[config.mk]
export PLATFORM = sky130hd
export DESIGN_NAME = icon_operand_receiver
export DESIGN_NICKNAME = d
export VERILOG_FILES = /design/src/rtl/pkg_dtypes.sv /design/src/rtl/icon_rx_fifo.sv /design/src/rtl/icon_operand_receiver.sv
export SDC_FILE = /design/constraint.sdc
export NUM_CORES = 1
export LEC_CHECK = 0
export CORE_UTILIZATION = 45
export CTS_BUF_LIST = sky130_fd_sc_hd__clkbuf_16
export CTS_CLUSTER_SIZE = 28
export DETAILED_ROUTE_END_ITERATION = 16
export PLACE_DENSITY = 0.71
export SLEW_MARGIN = 20
export SYNTH_ARGS = -nofsm -noshare
export SYNTH_HDL_FRONTEND = slang
export SYNTH_HIERARCHICAL = 1
export SYNTH_SLANG_ARGS = --single-unit
export TNS_END_PERCENT = 100
[constraint.sdc]
create_clock -name i_clk -period 3.1 [get_ports i_clk]
set_input_delay 0.465 -clock i_clk [delete_from_list [all_inputs] [get_ports i_clk]]
set_output_delay 0.465 -clock i_clk [all_outputs]
set_load 0.03 [all_outputs]
[src/rtl/pkg_dtypes.sv]
// Shared datatypes for the ICON broadcast interconnect and execution units.
// Holds the channel format and the operand-receiver buffer entry.
package pkg_dtypes;

    localparam int TOT_NUM_ICON_INTERFACES    = 8;
    localparam int DATA_WIDTH                 = 16;
    localparam int EXEC_UNIT_ADDR_WIDTH       = 3;
    localparam int ICON_RX_FIFO_DEPTH_DEFAULT = 4;

    typedef logic [DATA_WIDTH-1:0]           type_exec_unit_data;
    typedef logic [EXEC_UNIT_ADDR_WIDTH-1:0] type_exec_unit_addr;

    typedef struct packed {
        logic [TOT_NUM_ICON_INTERFACES-1:0] eus;
    } type_icon_eu_list;

    typedef struct packed {
        type_exec_unit_addr src_addr;
        type_exec_unit_data data;
        logic               data_valid;
        type_icon_eu_list   receiver_list;
        type_icon_eu_list   success_list;
    } type_icon_channel;

    typedef struct packed {
        type_exec_unit_addr src_addr;
        type_exec_unit_data data;
    } type_icon_rx_entry;

endpackage

[src/rtl/icon_rx_fifo.sv]
// Operand buffer for icon_operand_receiver: circular storage with wrapping
// pointers and an occupancy count; storage itself is not reset.
module icon_rx_fifo
    import pkg_dtypes::*;
#(
    parameter int DEPTH = ICON_RX_FIFO_DEPTH_DEFAULT
) (
    input  logic                     i_clk,
    input  logic                     i_nrst,
    input  logic                     i_push,
    input  type_icon_rx_entry        i_push_entry,
    input  logic                     i_pop,
    output type_icon_rx_entry        o_head,
    output logic                     o_full,
    output logic                     o_empty,
    output logic [$clog2(DEPTH):0]   o_count
);

    localparam int AW = $clog2(DEPTH);
    localparam int CW = AW + 1;

    type_icon_rx_entry mem [DEPTH];
    logic [AW-1:0]     wr_ptr;
    logic [AW-1:0]     rd_ptr;
    logic [CW-1:0]     count;
    logic              do_push;
    logic              do_pop;

    assign o_full  = (count == CW'(DEPTH));
    assign o_empty = (count == '0);
    assign o_count = count;
    assign o_head  = mem[rd_ptr];

    // Guard locally so a caller mistake can never corrupt the count.
    assign do_push = i_push & ~o_full;
    assign do_pop  = i_pop & ~o_empty;

    always_ff @(posedge i_clk) begin
        if (do_push && i_nrst) begin
            mem[wr_ptr] <= i_push_entry;
        end
    end

    always_ff @(posedge i_clk) begin
        if (!i_nrst) begin
            wr_ptr <= '0;
            rd_ptr <= '0;
            count  <= '0;
        end else begin
            if (do_push) begin
                wr_ptr <= wr_ptr + AW'(1);
            end
            if (do_pop) begin
                rd_ptr <= rd_ptr + AW'(1);
            end
            case ({do_push, do_pop})
                2'b10:   count <= count + CW'(1);
                2'b01:   count <= count - CW'(1);
                default: count <= count;
            endcase
        end
    end

endmodule

[src/rtl/icon_operand_receiver.sv]
// Receives operands addressed to this execution unit from the ICON broadcast
// channel and buffers them for the ALU. Optional macro: ICON_RX_BYPASS_EN.
module icon_operand_receiver
    import pkg_dtypes::*;
#(
    parameter int RECEIVER_IDX = 0,
    parameter int FIFO_DEPTH   = ICON_RX_FIFO_DEPTH_DEFAULT
) (
    input  logic                          i_clk,
    input  logic                          i_nrst,
    input  type_icon_channel              i_channel,
    output logic                          o_success,
    output type_exec_unit_data            o_op_data,
    output type_exec_unit_addr            o_op_src_addr,
    output logic                          o_op_valid,
    input  logic                          i_op_ready,
    output logic [$clog2(FIFO_DEPTH):0]   o_count
);

    logic              match;
    logic              push;
    logic              pop;
    logic              fifo_full;
    logic              fifo_empty;
    type_icon_rx_entry in_entry;
    type_icon_rx_entry head;
    logic              unused_chan;

    assign unused_chan = ^{i_channel.success_list, i_channel.receiver_list.eus};

    assign match    = i_channel.data_valid & i_channel.receiver_list.eus[RECEIVER_IDX];
    // Depends only on the channel and registered occupancy, never on i_op_ready.
    assign o_success = i_nrst & match & ~fifo_full;
    assign in_entry  = '{src_addr: i_channel.src_addr, data: i_channel.data};
    assign pop       = ~fifo_empty & i_op_ready;

`ifdef ICON_RX_BYPASS_EN
    logic bypass;

    assign bypass        = i_nrst & match & fifo_empty;
    assign push          = o_success & ~(bypass & i_op_ready);
    assign o_op_valid    = ~fifo_empty | bypass;
    assign o_op_data     = bypass ? i_channel.data     : head.data;
    assign o_op_src_addr = bypass ? i_channel.src_addr : head.src_addr;
`else
    assign push          = o_success;
    assign o_op_valid    = ~fifo_empty;
    assign o_op_data     = head.data;
    assign o_op_src_addr = head.src_addr;
`endif

    icon_rx_fifo #(
        .DEPTH (FIFO_DEPTH)
    ) u_fifo (
        .i_clk        (i_clk),
        .i_nrst       (i_nrst),
        .i_push       (push),
        .i_push_entry (in_entry),
        .i_pop        (pop),
        .o_head       (head),
        .o_full       (fifo_full),
        .o_empty      (fifo_empty),
        .o_count      (o_count)
    );

endmodule

## Word level (Yosys, flattened, before mapping)

Memory sizes are Yosys's and may differ from the RTL's. A register that Yosys moved wholly into a read port is not among the register bits.
Index checks and enable logic that the tools add are counted.

- Register bits after elaboration: 7
- Bits in latches: 0
- Memory bits (writable): 76
- Bits in read-only memories: 0
- Output and inout port bits: 24
- Logic and storage cells: 27
- Memories kept: 1

Memories:

| memory | words | width | rd ports | clocked after Yosys merged registers in | write ports | line | RTL |
|---|---|---|---|---|---|---|---|
| u_fifo.mem | 4 | 19 | 1 | 1 | 1 | icon_rx_fifo.sv:22 | `type_icon_rx_entry mem [DEPTH];` |

- Add/sub/neg operators: 4
- Multipliers: 0
- Div/mod/pow operators: 0
- Magnitude comparators: 0
- Eq/ne operators: 3
- Shifts and indexed selects: 0
- Multiplexer cells: 5
- Bitwise logic cells: 8
- Reduce and logical (&&, ||, !) cells: 3

Operators with widths:

| operator | number |
|---|---|
| AND 1 bit | 6 |
| case mux 3 bit (2 select lines) | 1 |
| adder 2 x 1 -> 2 bit (second input constant) | 2 |
| 2-to-1 mux 2 bit | 2 |
| adder 3 x 1 -> 3 bit (second input constant) | 1 |
| equality test 3 bit (second input constant) | 1 |
| zero test 3 bit | 1 |
| subtractor 3 x 1 -> 3 bit (second input constant) | 1 |
| equality test 2 x 1 -> 1 bit (second input constant) | 1 |
| equality test 2 bit (second input constant) | 1 |
| 2-to-1 mux 1 bit | 2 |
| NOT 1 bit | 2 |
| nonzero test 2 bit | 1 |
| logical AND 1 bit | 1 |

## Longest topological paths before layout

Gate-level depths: netlist of the first run.

- Word-level depth: 7
- Mapped depth: 11

## Modules after synthesis

The synthesis of the first run kept the hierarchy.

Modules (own cells, without submodules):

| module | instances | cells an instance | area an instance (um2) | seq. area each (um2) |
|---|---|---|---|---|
| icon_rx_fifo | 1 | 153 | 3279.4 | 2462.4 |
| icon_operand_receiver | 1 | 3 | 20.0 | 0.0 |

## Worst setup path after synthesis of the first run

No wires, ideal clock.

- Kind: register -> register
- Start point: register u_fifo.count[2], in the netlist u_fifo/o_count[2]
- End point: register u_fifo.count[2], in the netlist u_fifo/o_count[2]
- Library setup time: 76 ps
- Arrival time: 2614 ps
- Required time: 3024 ps
- Setup slack: 411 ps
- Stages on the path, launching flop included: 12
- Path through: dfxtp_1 nor3b_2 and4b_1 nor2b_1 clkbuf_2 inv_1 ha_1 inv_1 fa_1 xor2_1 or3_1 a21boi_0

- Longest elaborated chain between the ends: 6

Ends and longest elaborated chain:

| what | line | RTL |
|---|---|---|
| from (decl) | icon_rx_fifo.sv:25 | `logic [CW-1:0] count;` |
| from (signal assigned) | icon_rx_fifo.sv:57 | `2'b10: count <= count + CW'(1);` |
| from (signal assigned) | icon_rx_fifo.sv:58 | `2'b01: count <= count - CW'(1);` |
| from (signal assigned) | icon_rx_fifo.sv:59 | `default: count <= count;` |
| equality test 3 bit (*) | icon_rx_fifo.sv:29 | `assign o_full = (count == CW'(DEPTH));` |
| named net fifo_full | icon_operand_receiver.sv:23 | `logic fifo_full;` |
| NOT 1 bit (*) | icon_operand_receiver.sv:33 | `assign o_success = i_nrst & match & ~fifo_full;` |
| AND 1 bit (*) | icon_operand_receiver.sv:33 |  |
| named net o_success | icon_operand_receiver.sv:12 | `output logic o_success,` |
| AND 1 bit (*) | icon_rx_fifo.sv:35 | `assign do_push = i_push & ~o_full;` |
| equality test 2 x 1 -> 1 bit / equality test 2 bit (equally long branches) | icon_rx_fifo.sv:56 | `case ({do_push, do_pop})` |
| case mux 3 bit (2 select lines) / nonzero test 2 bit (equally long branches) | -- |  |

Mark *: on every way through the listed nets, which the timed path passes. The rest lies on a longest branch.
A chain may end at the register's enable or synchronous reset.

==> results of run 1 <==
==> how the worst min path moves through the flow <==
stage,end,cells after the start,startpoint,slack [ps]
CTS,u_fifo/rd_ptr[0],2,u_fifo/rd_ptr[0],510
global placement,u_fifo/rd_ptr[1],2,u_fifo/rd_ptr[1],470
global route,u_fifo/rd_ptr[1],2,u_fifo/rd_ptr[1],540
detailed placement,u_fifo/rd_ptr[0],2,u_fifo/rd_ptr[0],500
floorplan,flip-flop,2,u_fifo/rd_ptr[1],460
finish,u_fifo/rd_ptr[0],2,u_fifo/rd_ptr[0],500
==> cells in the final DEF, fill, tap and decap left out, types with 2 or more instances in the layout <==
cell type,Yosys,routed
sky130_fd_sc_hd__clkinvlp_4,0,2
sky130_fd_sc_hd__nand2_1,7,7
sky130_fd_sc_hd__and3_1,4,4
sky130_fd_sc_hd__or3_1,2,2
sky130_fd_sc_hd__inv_1,7,8
sky130_fd_sc_hd__o21ai_0,5,5
sky130_fd_sc_hd__clkdlybuf4s50_1,0,47
sky130_fd_sc_hd__and2_1,2,2
sky130_fd_sc_hd__buf_4,0,6
sky130_fd_sc_hd__mux4_1,9,9
sky130_fd_sc_hd__clkinv_1,0,3
sky130_fd_sc_hd__ha_1,5,5
sky130_fd_sc_hd__mux4_2,10,10
sky130_fd_sc_hd__clkbuf_16,0,9
sky130_fd_sc_hd__nor2b_1,3,3
sky130_fd_sc_hd__edfxtp_1,76,76
sky130_fd_sc_hd__mux2i_1,2,2
sky130_fd_sc_hd__dfxtp_1,9,9
sky130_fd_sc_hd__buf_12,1,3
==> power by group <==
group | total [W] | switching (W) | internal, W | leakage [nW]
sequential | 0.00126 | 0.00000490 | 0.00126 | 0.757
combinational | 0.000114 | 0.0000551 | 0.0000590 | 0.499
clock | 0.000905 | 0.000377 | 0.000528 | 0.125
==> critical path: stages, from the launching register on <==
cell,delay [ps]
sky130_fd_sc_hd__dfxtp_1,310
sky130_fd_sc_hd__buf_4,330
sky130_fd_sc_hd__mux4_1,630
sky130_fd_sc_hd__clkdlybuf4s50_1,610
==> per-layer routing <==
layer  track usage (%)  vias to the layer above  share of wire [%]
met4              7.60                        0                2.3
met5                 0                        -                  0
met1              18.0                      834                 41
met3              4.81                       11                4.0
li1                  -                      753                  -
met2              27.4                       43                 53
==> sequential cells by signal (all words and copies together) (netlist names), named ones only <==
register and count:
u_fifo/mem 76, u_fifo/wr_ptr 2, u_fifo/o_count 3, u_fifo/rd_ptr 2
==> cell families (layout without fill, tap and decap cells) <==
| family | count (synthesis) | in the layout | synth area share [%] |
|---|---|---|---|
| buf+inv | 13 | 79 | 2.31 |
| xor+xnor | 2 | 2 | 0.531 |
| fa+ha+maj | 6 | 6 | 2.50 |
| flops | 85 | 85 | 74.6 |
| mux | 21 | 21 | 14.6 |
| simple gates | 22 | 22 | 4.21 |
| compound gates | 7 | 7 | 1.21 |
==> stage by stage <==
step	hold slack (ps)	power, W	setup slack, ps
after floorplan	456	0.00133	411
after global placement	468	0.00139	488
after detailed placement	498	0.00140	233
after CTS	507	0.00231	393
after global routing	543	0.00235	352
final	502	0.00228	430
==> area by class of cell <==
| class | instances | share of cell area (%) |
|---|---|---|
| clock buffers | 9 | 5.36 |
| well taps | 96 | 2.86 |
| inverters | 7 | 0.625 |
| multi-input cells | 58 | 18.1 |
| flip-flops and latches | 85 | 58.6 |
| repair buffers | 56 | 13.7 |
| clock inverters | 7 | 0.833 |
==> flow_metrics.env, run 1 <==
export IMPL_cp_endpoint="o_op_data[14]"
export IMPL_mean_number_of_vias_per_cell=5.16
export IMPL_seqCellArea_sq_um=2460
export IMPL_synth_seq_area_share_pct=74.6
export IMPL_syn_nets=201
export IMPL_leakage_dissipation_nw=1.38
export IMPL_synth_cell_area_sq_um=3300
export IMPL_grt_use_total_pct=15.8
export IMPL_first_pass_grt_wire_length_um=8600
export IMPL_die_h_um=87.6
export IMPL_numCtsBuffers=9
export IMPL_die_x_um=87.6
export IMPL_diodes=0
export IMPL_total_area_of_multi_input_combinational_cells_sq_um=761
export IMPL_drc=0
export IMPL_timing_max_cap_violations=0
export IMPL_stdcell_count=318
export IMPL_input_output_buffers=47
export IMPL_post_route_cell_area_sq_um=4210
export IMPL_critPathRequiredTime_ps=2630
export IMPL_clock_root_buffer="sky130_fd_sc_hd__clkbuf_16"
export IMPL_report_final_hold_viol_count=0
export IMPL_rr_endpoint="u_fifo/o_count[2]"
export IMPL_total_neg_setup_slack_ps=0
export IMPL_tritoncts="yes"
export IMPL_synthDominantCellAreaShare_pct=69.2
export IMPL_setup_worst_path_start_class="flip-flop"
export IMPL_number_of_synthesized_flops_with_an_enable_pin=76
export IMPL_post_cts_resized=0
export IMPL_floorplan_die_area_sq_um=7680
export IMPL_area_growth_syn_to_layout_pct=27.5
export IMPL_grt_antenna_before_repair=0
export IMPL_cts_hold_buffers=0
export IMPL_n_fill_cell=493
export IMPL_grt_pass1_vias=1700
export IMPL_synth_lib_cells_used_distinct=27
export IMPL_clockBufferDepth=2
export IMPL_max_clock_freq_ghz=0.374
export IMPL_power_ir_vdd_worst_mv=0.322
export IMPL_timing_hold_worst_class="reg2reg"
export IMPL_synthesis_instances=156
export IMPL_synth_area_leader_cell="sky130_fd_sc_hd__edfxtp_1"
export IMPL_final_number_of_max_transition_violations=0
export IMPL_pin_count=63
export IMPL_detail_route_antenna_nets=0
export IMPL_timing_final_crit_share_pct=86.1
export IMPL_finalWorstPathRequiredPeriod_ps=2670
export IMPL_remaining_global_route_overflow=0
export IMPL_clock_sink_count=85
export IMPL_r2r_setup_slack_ps=600
export IMPL_largest_net_degree_at_the_start_of_global_routing=20
export IMPL_setup_violations=0
export IMPL_synthTopCellsByArea="sky130_fd_sc_hd__edfxtp_1 (69%), sky130_fd_sc_hd__mux4_1 (7.2%), sky130_fd_sc_hd__mux4_2 (6.8%), sky130_fd_sc_hd__dfxtp_1 (5.5%), sky130_fd_sc_hd__ha_1 (1.9%)"
export IMPL_placed_area_sq_um=3950
export IMPL_initial_standard_cell_utilization_of_the_core_pct=47.5
export IMPL_synth_cells_most_frequent="sky130_fd_sc_hd__edfxtp_1 (76), sky130_fd_sc_hd__mux4_2 (10), sky130_fd_sc_hd__dfxtp_1 (9), sky130_fd_sc_hd__mux4_1 (9)"
export IMPL_clk_insertion_delay_late_ps=320
export IMPL_arrival_ps=2210
export IMPL_finalClockSkew_ps=3.03
export IMPL_routed_via_count=1641
export IMPL_slew_limit_headroom_pct=71.8
export IMPL_postLayoutCoreUtil_pct=60.6
export IMPL_drive_above_1_share_pct=14.9
export IMPL_ys_warnings_count=6
export IMPL_cts_htree_levels=3
export IMPL_nNetsFinal=262
export IMPL_post_place_cells=302
export IMPL_post_cts_buffers=0
export IMPL_drt_pass1_iter_count=4
export IMPL_path_max_fanout=19
export IMPL_path_class="reg2out"
export IMPL_status="complete, no violations"
export IMPL_worst_reg2reg_path_depth=10
export IMPL_power_density_nw_per_um2=542
export IMPL_synth_async_reset_ratio_pct=0
export IMPL_initialDrtViolationCount=56
export IMPL_detailed_place_hpwl_um=3610
export IMPL_final_wirelength_um=5390
export IMPL_max_slew_worst_pin_slew_ps=423
export IMPL_rr_startpoint="u_fifo/o_count[2]"
export IMPL_core_area_sq_um=6940
export IMPL_std_cell_rows=30
export IMPL_post_synthesis_area_per_instance_sq_um=21.2
export IMPL_wl_per_cell_um=16.9
export IMPL_synthMostInstantiatedCell="sky130_fd_sc_hd__edfxtp_1"
export IMPL_postSynthRegisterBits=85
export IMPL_clk_transition_reported_paths_ps=60
export IMPL_critical_path_endpoint_type="output pin"
export IMPL_rsz_0062_raised_after_global_routing="no"
export IMPL_gpl_final_weighted_congestion=0.792
export IMPL_synthFlopType="sky130_fd_sc_hd__edfxtp_1"
Power figures use the tool's default switching activity.
==> inputs of run 2 (changes only) <==
Settings changed: CORE_MARGIN set to 2.
==> run 2 against run 1 <==
  * Critical path depth unchanged
  * Largest power group unchanged
  * Design area increased by 1.8%
  * Largest cell class unchanged
  * Fmax decreased by 0.13%
  * Count of clock-buffer cells in the layout unchanged
  * Register-to-register slack better by 170 ps
  * Total power rose by 12%
  * Non-clock buffer count grew 2
==> flow_metrics.env, run 2 (same netlist as run 1, synthesis figures left out) <==
export IMPL_hold_path_depth=2
export IMPL_wl_per_cell_um=16.4
export IMPL_path_class="reg2out"
export IMPL_post_cts_resized=0
export IMPL_final_wirelength_um=5280
export IMPL_r2r_setup_slack_ps=770
export IMPL_max_slew_worst_pin_slew_ps=360
export IMPL_grt_antenna_before_repair=0
export IMPL_power_density_nw_per_um2=597
export IMPL_clk_transition_reported_paths_ps=60
export IMPL_cellInternalPower_w=0.00210
export IMPL_most_frequent_cells_in_the_layout="sky130_fd_sc_hd__edfxtp_1 (76), sky130_fd_sc_hd__clkdlybuf4s50_1 (47), sky130_fd_sc_hd__mux4_2 (10), sky130_fd_sc_hd__buf_4 (10)"
export IMPL_switching_share_pct=18.0
export IMPL_drt_pass1_iter_count=4
export IMPL_diodes=0
export IMPL_slew_limit_headroom_pct=76.0
export IMPL_n_fill_cell=526
export IMPL_drive_above_1_share_pct=17.0
export IMPL_path_max_fanout=19
export IMPL_global_route_usage_met1_pct=18.9
export IMPL_grt_use_total_pct=14.7
export IMPL_largest_register_ffs=76
export IMPL_status="complete, no violations"
export IMPL_combinational_fraction_of_design_power_pct=4.4
export IMPL_met2_usage_pct=23.3
export IMPL_global_route_usage_met3_pct=5.67
export IMPL_pin_count=63
export IMPL_first_pass_grt_wire_length_um=8310
export IMPL_grt_pass1_vias=1623
export IMPL_post_place_cells=307
export IMPL_power_sequential_fraction_pct=49.3
export IMPL_nNetsFinal=264
export IMPL_worst_reg2reg_path_depth=10
export IMPL_cts_hold_buffers=0
export IMPL_stdcell_count=323
export IMPL_rr_endpoint="u_fifo/o_count[2]"
export IMPL_input_output_buffers=47
export IMPL_cts_htree_levels=3
export IMPL_worst_hold_startpoint="u_fifo/rd_ptr[1]"
export IMPL_regMostFlops="u_fifo/mem"
export IMPL_worst_hold_path_endpoint="u_fifo/rd_ptr[1]"
export IMPL_finalWorstPathRequiredPeriod_ps=2670
export IMPL_tritoncts="yes"
export IMPL_critPathRequiredTime_ps=2630
export IMPL_clk_insertion_delay_late_ps=320
export IMPL_max_clock_freq_ghz=0.374
export IMPL_rsz_0062_raised_after_global_routing="no"
export IMPL_leakage_dissipation_nw=1.43
export IMPL_setup_worst_path_start_class="flip-flop"
export IMPL_routed_via_count=1592
export IMPL_largest_net_degree_at_the_start_of_global_routing=20
export IMPL_numCtsBuffers=9
export IMPL_timing_hold_worst_class="reg2reg"
export IMPL_clkPwrFrac_pct=46.3
export IMPL_critical_path_endpoint_type="output pin"
export IMPL_timing_final_crit_share_pct=86.3
export IMPL_worst_hold_slack_ps=485
export IMPL_post_cts_buffers=0
export IMPL_remaining_global_route_overflow=0
export IMPL_clockBufferDepth=2
export IMPL_initial_standard_cell_utilization_of_the_core_pct=46.0
export IMPL_clock_sink_count=85
export IMPL_initialDrtViolationCount=133
export IMPL_core_area_sq_um=7180
export IMPL_grt_busiest_layer="met2"
export IMPL_total_neg_setup_slack_ps=0
export IMPL_detail_route_antenna_nets=0
export IMPL_finalClockSkew_ps=5.96
export IMPL_postLayoutCoreUtil_pct=59.6
export IMPL_mean_number_of_vias_per_cell=4.93
export IMPL_die_x_um=89.6
export IMPL_drc=0
export IMPL_power_ir_vdd_worst_mv=0.282
export IMPL_timing_max_cap_violations=0
export IMPL_rr_startpoint="u_fifo/o_count[2]"
export IMPL_report_final_hold_viol_count=0
export IMPL_std_cell_rows=31
export IMPL_area_growth_syn_to_layout_pct=29.7
export IMPL_die_h_um=89.6
export IMPL_arrival_ps=2210
export IMPL_detailed_place_hpwl_um=3430
export IMPL_floorplan_die_area_sq_um=8030
export IMPL_clock_root_buffer="sky130_fd_sc_hd__clkbuf_16"
export IMPL_total_switching_power_w=0.000459
export IMPL_setup_violations=0
export IMPL_final_number_of_max_transition_violations=0
export IMPL_layout_commonest_cell="sky130_fd_sc_hd__edfxtp_1"
export IMPL_gpl_final_weighted_congestion=0.679
## run 2: area by class of cell
type	count	area, sq um	share of cell area (%)
flip-flops and latches	85	2460	57.5
multi-input cells	58	761	17.8
repair buffers	58	566	13.2
clock buffers	9	225	5.26
well taps	99	124	2.89
clock inverters	7	115	2.69
inverters	7	26.3	0.614
## run 2: worst max-delay path: stages, from the launching register on
cell and delay, ps:
sky130_fd_sc_hd__dfxtp_1 310, sky130_fd_sc_hd__buf_4 330, sky130_fd_sc_hd__mux4_1 620, sky130_fd_sc_hd__clkdlybuf4s50_1 610
## run 2: metrics by stage
step | instance area [sq um] | power (W) | setup slack, ps
finish | 4280 | 0.00256 | 426
floorplan | 3300 | 0.00133 | 411
global route | 4280 | 0.00264 | 341
CTS | 4280 | 0.00259 | 385
global placement | 3940 | 0.00140 | 489
detailed placement | 3940 | 0.00140 | 463
## run 2: layer usage
metal	up-vias	part of all wire, %
met5	-	0
met4	0	0.76
met3	6	4.6
met2	36	52
met1	795	43
li1	755	-
## run 2: how the worst max path moves through the flow
| stage | start | depth (start not counted) | slack, ps | end |
|---|---|---|---|---|
| after CTS | flip-flop | 3 | 390 | o_op_data[14] |
| after detailed placement | i_op_ready | 9 | 460 | u_fifo/o_count[2] |
| after global placement | i_op_ready | 9 | 490 | u_fifo/o_count[2] |
| final | flip-flop | 3 | 430 | o_op_data[15] |
| after global routing | flip-flop | 3 | 340 | o_op_src_addr[2] |
| after floorplan | u_fifo/o_count[2] | 11 | 410 | u_fifo/o_count[2] |
## run 2: power groups by stage
| stage | clock [W] | sequential [W] | combinational [W] |
|---|---|---|---|
| global route | 0.00126 | 0.00126 | 0.000122 |
| floorplan | 0 | 0.00129 | 0.0000460 |
| finish | 0.00118 | 0.00126 | 0.000113 |
| detailed placement | 0 | 0.00128 | 0.000114 |
| CTS | 0.00121 | 0.00126 | 0.000114 |
| global placement | 0 | 0.00128 | 0.000111 |
